### src/rtl/n_clk_pkg.sv
// Shared constants, FSM state encoding and width helpers for the n_clk period measurement.
package n_clk_pkg;

  localparam int N_WIDTH_DEF = 14;
  localparam logic [N_WIDTH_DEF-1:0] N_CLK_MAX = '1;

  typedef enum logic [1:0] {
    IDLE  = 2'd0,
    MEAS  = 2'd1,
    STALE = 2'd2
  } state_e;

  function automatic int avgSumWidth(input int nWidth, input int avgLog2);
    return nWidth + avgLog2;
  endfunction

endpackage

### src/rtl/n_clk_meas_edge_sync.sv
// Multi-flop synchroniser for an asynchronous pin plus a registered rising-edge pulse.
module edge_sync #(
  parameter int STAGES = 2
) (
  input  logic clk,
  input  logic reset,
  input  logic async_i,
  output logic edge_o
);

  logic [STAGES-1:0] sync_q;
  logic              dly_q;
  logic              edge_q;

  always_ff @(posedge clk) begin
    if (reset) begin
      sync_q <= '0;
      dly_q  <= 1'b0;
      edge_q <= 1'b0;
    end else begin
      sync_q <= {sync_q[STAGES-2:0], async_i};
      dly_q  <= sync_q[STAGES-1];
      edge_q <= sync_q[STAGES-1] & ~dly_q;
    end
  end

  assign edge_o = edge_q;

endmodule

### src/rtl/n_clk_meas.sv
// Measures the reference period in clk cycles and publishes it as n_clk with a strobe and stale flag.
// Build option: define N_CLK_AVG_EN to publish the mean of the last 2^AVG_LOG2 accepted periods.
module n_clk_meas
  import n_clk_pkg::*;
#(
  parameter int N_WIDTH     = N_WIDTH_DEF,
  parameter int MIN_PERIOD  = 16,
`ifdef N_CLK_AVG_EN
  parameter int AVG_LOG2    = 2,
`endif
  parameter int SYNC_STAGES = 2
) (
  input  logic               clk,
  input  logic               reset,
  input  logic               sig,
  output logic [N_WIDTH-1:0] n_clk,
  output logic               n_valid,
  output logic               stale
);

  localparam logic [N_WIDTH-1:0] NMAX = '1;
  localparam logic [N_WIDTH-1:0] MINP = N_WIDTH'(MIN_PERIOD);

  state_e             state_q;
  logic [N_WIDTH-1:0] cnt_q;
  logic [N_WIDTH-1:0] cnt_d;
  logic [N_WIDTH-1:0] n_clk_q;
  logic               n_valid_q;
  logic               stale_q;
  logic               edgePulse;
  logic               atMax;
  logic               accept;
  logic               goStale;
  logic               publish;
  logic [N_WIDTH-1:0] pubValue;

  edge_sync #(
    .STAGES (SYNC_STAGES)
  ) u_edge_sync (
    .clk     (clk),
    .reset   (reset),
    .async_i (sig),
    .edge_o  (edgePulse)
  );

  assign atMax   = (cnt_q == NMAX);
  assign accept  = edgePulse && (state_q == MEAS) && (cnt_q >= MINP);
  assign goStale = (state_q == MEAS) && atMax && !edgePulse;

  // Any edge outside MEAS only arms the counter; inside MEAS short edges are glitches.
  always_comb begin
    cnt_d = cnt_q + 1'b1;
    if (edgePulse && ((state_q != MEAS) || accept)) begin
      cnt_d = N_WIDTH'(1);
    end else if (atMax) begin
      cnt_d = NMAX;
    end
  end

`ifdef N_CLK_AVG_EN
  localparam int DEPTH = 1 << AVG_LOG2;
  localparam int SW    = avgSumWidth(N_WIDTH, AVG_LOG2);
  localparam logic [AVG_LOG2:0] FILL_LAST = (AVG_LOG2 + 1)'(DEPTH - 1);
  localparam logic [AVG_LOG2:0] FILL_FULL = (AVG_LOG2 + 1)'(DEPTH);

  logic [N_WIDTH-1:0] win_q [DEPTH];
  logic [SW-1:0]      sum_q;
  logic [SW-1:0]      sum_d;
  logic [AVG_LOG2:0]  fill_q;

  // Unfilled slots hold zero, so removing the oldest entry first can never underflow.
  assign sum_d    = (sum_q - SW'(win_q[DEPTH-1])) + SW'(cnt_q);
  assign publish  = accept && (fill_q >= FILL_LAST);
  assign pubValue = N_WIDTH'(sum_d >> AVG_LOG2);

  always_ff @(posedge clk) begin
    if (reset || goStale) begin
      for (int i = 0; i < DEPTH; i++) win_q[i] <= '0;
      sum_q  <= '0;
      fill_q <= '0;
    end else if (accept) begin
      win_q[0] <= cnt_q;
      for (int i = 1; i < DEPTH; i++) win_q[i] <= win_q[i-1];
      sum_q <= sum_d;
      if (fill_q != FILL_FULL) fill_q <= fill_q + 1'b1;
    end
  end
`else
  assign publish  = accept;
  assign pubValue = cnt_q;
`endif

  always_ff @(posedge clk) begin
    if (reset) begin
      state_q   <= IDLE;
      cnt_q     <= '0;
      n_clk_q   <= NMAX;
      n_valid_q <= 1'b0;
      stale_q   <= 1'b1;
    end else begin
      cnt_q     <= cnt_d;
      n_valid_q <= 1'b0;
      case (state_q)
        IDLE, STALE: begin
          if (edgePulse) state_q <= MEAS;
        end
        MEAS: begin
          if (publish) begin
            n_clk_q   <= pubValue;
            n_valid_q <= 1'b1;
            stale_q   <= 1'b0;
          end else if (goStale) begin
            state_q <= STALE;
            n_clk_q <= NMAX;
            stale_q <= 1'b1;
          end
        end
        default: state_q <= IDLE;
      endcase
    end
  end

  assign n_clk   = n_clk_q;
  assign n_valid = n_valid_q;
  assign stale   = stale_q;

endmodule

### config.mk
export PLATFORM = sky130hd
export DESIGN_NAME = n_clk_meas
export DESIGN_NICKNAME = d
export VERILOG_FILES = /design/src/rtl/n_clk_pkg.sv /design/src/rtl/n_clk_meas_edge_sync.sv /design/src/rtl/n_clk_meas.sv
export SDC_FILE = /design/constraint.sdc
export NUM_CORES = 1
export LEC_CHECK = 0
export BUFFER_PORTS_ARGS = -buffer_cell sky130_fd_sc_hd__buf_2
export CAP_MARGIN = 10
export CORE_MARGIN = 8
export CORE_UTILIZATION = 30
export CTS_BUF_LIST = sky130_fd_sc_hd__clkbuf_2 sky130_fd_sc_hd__clkbuf_4 sky130_fd_sc_hd__clkbuf_8
export CTS_CLUSTER_DIAMETER = 30
export DETAILED_ROUTE_END_ITERATION = 7
export GPL_ROUTABILITY_DRIVEN = 0
export SYNTH_ARGS = -nofsm -noshare
export SYNTH_HDL_FRONTEND = slang
export SYNTH_SLANG_ARGS = --single-unit
### constraint.sdc
create_clock -name clk -period 2.2 [get_ports clk]
set_input_delay 0.44 -clock clk [delete_from_list [all_inputs] [get_ports clk]]
set_output_delay 0.44 -clock clk [all_outputs]
set_load 0.01 [all_outputs]
==> results of run 1 <==
[worst max-delay path by stage]
stage          startpoint        to  cells after the start  slack (ns)
2_1_floorplan    cnt_q[0]  cnt_q[1]                      6        0.41
3_3_place_gp     cnt_q[0]  cnt_q[0]                      5        0.41
3_5_place_dp     cnt_q[0]  cnt_q[0]                      5        0.36
4_1_cts          cnt_q[0]  cnt_q[0]                      5        0.33
5_1_grt          cnt_q[0]  cnt_q[0]                      5        0.21
6_report         cnt_q[0]  cnt_q[0]                      5        0.32
[per-layer routing]
metal,share of wire,up-vias
li1,-,624
met1,0.49,537
met2,0.43,21
met3,0.054,6
met4,0.026,0
met5,0,-
[stage by stage]
stage | utilization | setup WS [ns] | total power [W] | cell area [um^2] | cells
6_report | 0.360 | 0.317 | 0.00120 | 1820 | 259
5_1_grt | 0.360 | 0.207 | 0.00127 | 1820 | 259
4_1_cts | 0.360 | 0.325 | 0.00122 | 1820 | 259
3_5_place_dp | 0.341 | 0.358 | 0.000728 | 1720 | 252
3_3_place_gp | 0.341 | 0.406 | 0.000728 | 1720 | 252
2_1_floorplan | - | 0.409 | 0.000718 | 1540 | 168
[cell families (layout without fill, tap and decap cells)]
group	after synthesis	count (layout)	synth area share
simple gates	70	70	0.239
mux	1	1	0.00729
compound gates	33	33	0.173
buf+inv	18	39	0.0519
flops	36	36	0.467
fa+ha+maj	2	2	0.0162
xor+xnor	8	8	0.0454
[flip-flops by register name (all words and copies together) (netlist names)]
signal / cells
n_clk: 14
u_edge_sync.dly_q: 1
u_edge_sync.sync_q: 2
u_edge_sync.edge_o: 1
state_q: 2
n_valid: 1
stale: 1
cnt_q: 14
[power groups by stage]
stage | Sequential (W) | Clock [W] | Combinational (W)
5_1_grt | 0.000669 | 0.000547 | 0.0000516
3_5_place_dp | 0.000683 | 0 | 0.0000454
6_report | 0.000669 | 0.000490 | 0.0000451
2_1_floorplan | 0.000682 | 0 | 0.0000363
3_3_place_gp | 0.000683 | 0 | 0.0000454
4_1_cts | 0.000668 | 0.000507 | 0.0000454
[layout by cell type (no fill, tap or decap)]
cell,n
dfxtp_1,36
nor2_1,35
buf_2,18
a22oi_1,13
a21oi_2,10
inv_1,7
clkbuf_8,7
buf_4,7
nand2_1,6
nor3_1,5
xnor2_1,5
nor2b_1,4
nand4_1,3
nor4_1,3
xor2_1,3
nand3_1,2
a31oi_1,2
and3_1,2
a211oi_1,2
ha_1,2
nand4_4,1
or4_1,1
a31o_2,1
nand2b_1,1
nor4_2,1
nand4b_1,1
a21o_1,1
nor3_4,1
nor3b_1,1
o21ba_1,1
a311oi_2,1
mux2_1,1
or3_1,1
a211o_1,1
a21oi_1,1
nor3_2,1
and4_1,1
[layout make-up]
cell class	instances	area, um^2
sequential	36	721
multi-input combinational	114	743
timing repair buffer	25	143
fill	533	3230
inverter	7	26.3
clock buffer	7	96.3
tap	70	87.6
[critical path: stages (launching register included)]
cell,delay (ns)
dfxtp_1,0.44
ha_1,0.22
nand3_1,0.12
or4_1,0.63
buf_4,0.25
a31oi_1,0.17
==> flow_summary.yaml, run 1 <==
timing:
  slew-limit-headroom: 0.575
  fin_tns_setup_ns: 0
  finalMaxSlewViolations: 0
  max_freq_mhz: 531
  fin_worst_skew_ns: 0.00369
  hold_viol: 0
  finalSetupViolCount: 0
  period_share: 0.856
  rsz0062_at_grt: "no"
  tightest_slew_ns: 0.638
  min_period_ns: 1.88
  hold-worst-slack_ns: 0.366
clock_network:
  cts_setup_buffers: 0
  cts_buffer_depth: 2
  root_buffer: "clkbuf_8"
  htree_levels: 2
  path_clk_slew_ns: 0.07
  cts_sinks: 36
  clock_latency_ns: 0.28
  cts_tree: "yes"
  cts_resized: 0
  cts_buffers: 5
  hold_buffers: 0
global_route:
  use_met3: 0.0291
  grtUsageMet1: 0.113
  antenna_found_initial: 0
  grt_max_degree: 28
  gr-total-overflow: 0
  grt-busiest-layer: "met2"
  first_global_vias: 1156
  met2_usage: 0.133
  grt_use_total: 0.0911
  grt_pass1_wl_um: 5460
min_path:
  holdPathEnd: "u_edge_sync.sync_q[0]"
  hold_path.class: "in2reg"
  hold_depth: 2
  min_from: "sig"
worst_setup_path:
  rr_endpoint: "cnt_q[0]"
  worstReg2RegStart: "cnt_q[0]"
  worstPathArrival_ns: 2.10
  r2r_slack_ns: 0.32
  cp-end-kind: "flop"
  startpoint_type: "flop"
  worstSetupPathType: "reg2reg"
  crit_fanout: 11
  cp_data_required_time_ns: 2.41
  reg2reg_depth: 5
pwr:
  comb_power_share: 0.037
  leakage_nw: 0.632
  power.switching_w: 0.000250
  power.density_mw_per_mm2: 663
  irDropWorstVdd_mv: 0.206
  p_seq_frac: 0.555
  sw_frac_of_total: 0.207
  clkPwrFrac: 0.407
  power.internal_w: 0.000954
synthesis:
  synth_area_leaders: "dfxtp_1, nor2_1, a22oi_1"
  synth_nets: 173
  yosysMostFrequentCell: "dfxtp_1"
  seq_area_frac_synth: 0.467
  yosysWarnings: 0
  syn_inst: 168
  ys.flop_type: "dfxtp_1"
  synth.avg_cell_area_um2: 9.19
  synthTopCellsByCount: "dfxtp_1, nor2_1, a22oi_1"
  yosysUniqueCellTypes: 38
  synth_edf_count: 0
  synth-async-reset-ratio: 0
  ys_ff_latch: 36
  synth_top_area_cell: "dfxtp_1"
  yosysTopAreaCellShare: 0.467
  syn_area_mm2: 0.00154
floorplan:
  die_w_um: 87.7
  ios: 19
  core_area_mm2: 0.00504
  core.rowCount: 26
  start_util: 0.306
  die_height_um: 87.7
  die_area_mm2: 0.00770
placement:
  io_buffers: 18
  post-dp-hpwl_um: 2190
cells_and_area:
  drive_gt1_frac: 0.254
  area_delta_synth_final_pct: 17.7
  nets: 194
  n_antenna_cell: 0
status:
  outcome: "completed"
detailed_routing:
  dr.pass1.iters: 4
  initialDrtViolationCount: 143
  ant_nets: 0
  drt-total-wl_um: 3090
  viasPerCell: 4.59
  routed-via-count: 1188
  drc: 0
  avgRoutedWirePerCell_um: 11.9
job:
  maxCapViolCount: 0
Power figures use the tool's default switching activity.
==> inputs of run 2 (changes only) <==
CORE_UTILIZATION = 46   (was 30)
PLACE_DENSITY = 0.66   (was default)
==> run 2 against run 1 <==
Design area fell by 2.5%. Sequential power is essentially flat. First-iteration DRC count down 45%. Die area shrank 29%. Critical path type unchanged. Core utilization up 18 points. Sequential share of layout area up 1.0 points. Setup slack got worse by 0.030 ns. Clock skew grew 0.0030 ns. Critical path depth unchanged.
==> flow_summary.yaml, run 2 (synthesis gave the netlist of run 1 again) <==
floorplan:
  start_util: 0.470
  core.rowCount: 21
  core_area_mm2: 0.00328
  ios: 19
  die_w_um: 73.9
  die_height_um: 73.9
  die_area_mm2: 0.00547
cells_and_area:
  multi_input_area_um2: 743
  n_antenna_cell: 0
  layout_commonest_cell: "dfxtp_1"
  fin_area_mm2: 0.00177
  instances_no_fill: 234
  drive_gt1_frac: 0.250
  nets: 192
  area_delta_synth_final_pct: 14.7
  nFillCells: 312
  register_area_um2: 721
  final_cell_mix: "dfxtp_1, nor2_1, buf_2"
clock_network:
  cts_buffer_depth: 2
  cts_tree: "yes"
  htree_levels: 2
  cts_resized: 0
  clock_latency_ns: 0.34
  root_buffer: "clkbuf_4"
  path_clk_slew_ns: 0.10
  hold_buffers: 0
  cts_buffers: 5
  cts_setup_buffers: 0
  cts_sinks: 36
timing:
  max_freq_mhz: 523
  slew-limit-headroom: 0.572
  hold_viol: 0
  fin_worst_skew_ns: 0.00665
  finalSetupViolCount: 0
  tightest_slew_ns: 0.642
  rsz0062_at_grt: "no"
  finalMaxSlewViolations: 0
  min_period_ns: 1.91
  period_share: 0.870
  fin_tns_setup_ns: 0
global_route:
  gr-total-overflow: 0
  antenna_found_initial: 0
  grt_use_total: 0.120
  grt_pass1_wl_um: 5040
  first_global_vias: 1043
  grt_max_degree: 20
worst_setup_path:
  r2r_slack_ns: 0.29
  cp-end-kind: "flop"
  path_buf_inv: 1
  startpoint_type: "flop"
  cp_data_required_time_ns: 2.47
  cp_slowest_cell: "or4_1"
  crit_path_cell_trace: "ha_1 > nand3_1 > or4_1 > buf_4 > a31oi_1"
  worstPathArrival_ns: 2.18
  worst_path_largest_cell_delay_ns: 0.66
  worstSetupPathType: "reg2reg"
  crit_fanout: 10
  crit_family: "simple AND/OR/NAND/NOR gates"
detailed_routing:
  viasPerCell: 5.26
  routed-via-count: 1231
  avgRoutedWirePerCell_um: 13.1
  initialDrtViolationCount: 78
  dr.pass1.iters: 4
  drt-total-wl_um: 3060
  drc: 0
  ant_nets: 0
min_path:
  hold_path.class: "in2reg"
status:
  outcome: "completed"
placement:
  placed_area_mm2: 0.00168
  io_buffers: 18
  post-dp-hpwl_um: 2240
  dp.cells: 226
pwr:
  irDropWorstVdd_mv: 0.487
  leakage_nw: 0.622
  power.density_mw_per_mm2: 695
job:
  maxCapViolCount: 0
## run 2: changes by cell type in the layout (fill, tap and decap cells not counted)
cell	before	now
clkbuf_4	0	5
clkbuf_8	7	2
buf_4	7	5
bufinv_16	0	1
## run 2: area by class of cell
class	instances	area share
Multi-Input combinational cell	114	0.420
Sequential cell	36	0.407
Timing Repair Buffer	23	0.0721
Clock buffer	7	0.0367
Tap cell	46	0.0325
Clock inverter	1	0.0170
Inverter	7	0.0148
## run 2: worst reg2reg max path: stages, from the launching register on
cell,delay [ns]
dfxtp_1,0.45
ha_1,0.22
nand3_1,0.10
or4_1,0.66
buf_4,0.26
a31oi_1,0.17
## run 2: worst paths after layout
path	start	to	cells after the start
hold reg to reg	u_edge_sync.dly_q	u_edge_sync.edge_o	1
setup reg to reg	cnt_q[0]	cnt_q[0]	5
setup / recovery	cnt_q[0]	cnt_q[0]	5
hold / removal	sig	u_edge_sync.sync_q[0]	2
## run 2: power by group
| part | switching (W) | leakage [nW] | internal, W |
|---|---|---|---|
| clock | 0.000213 | 0.0515 | 0.000302 |
| combinational | 0.0000303 | 0.279 | 0.0000152 |
| sequential | 0.00000972 | 0.292 | 0.000660 |
| total | 0.000254 | 0.622 | 0.000976 |
## run 2: stage by stage
step                      worst slack, ns  power, W  hold slack, ns   util
final                               0.287   0.00123           0.315  0.539
after global routing                0.214   0.00128           0.297  0.539
after CTS                           0.290   0.00124           0.306  0.539
after detailed placement            0.309  0.000730           0.381  0.510
after global placement              0.381  0.000728           0.372  0.510
after floorplan                     0.409  0.000718           0.367      -
## run 2: routing by layer
metal,vias up,track usage,wire [um]
met5,-,0,0
met4,0,0.0466,44
met3,4,0.0472,219
met2,32,0.177,1390
met1,577,0.153,1410
li1,618,-,-
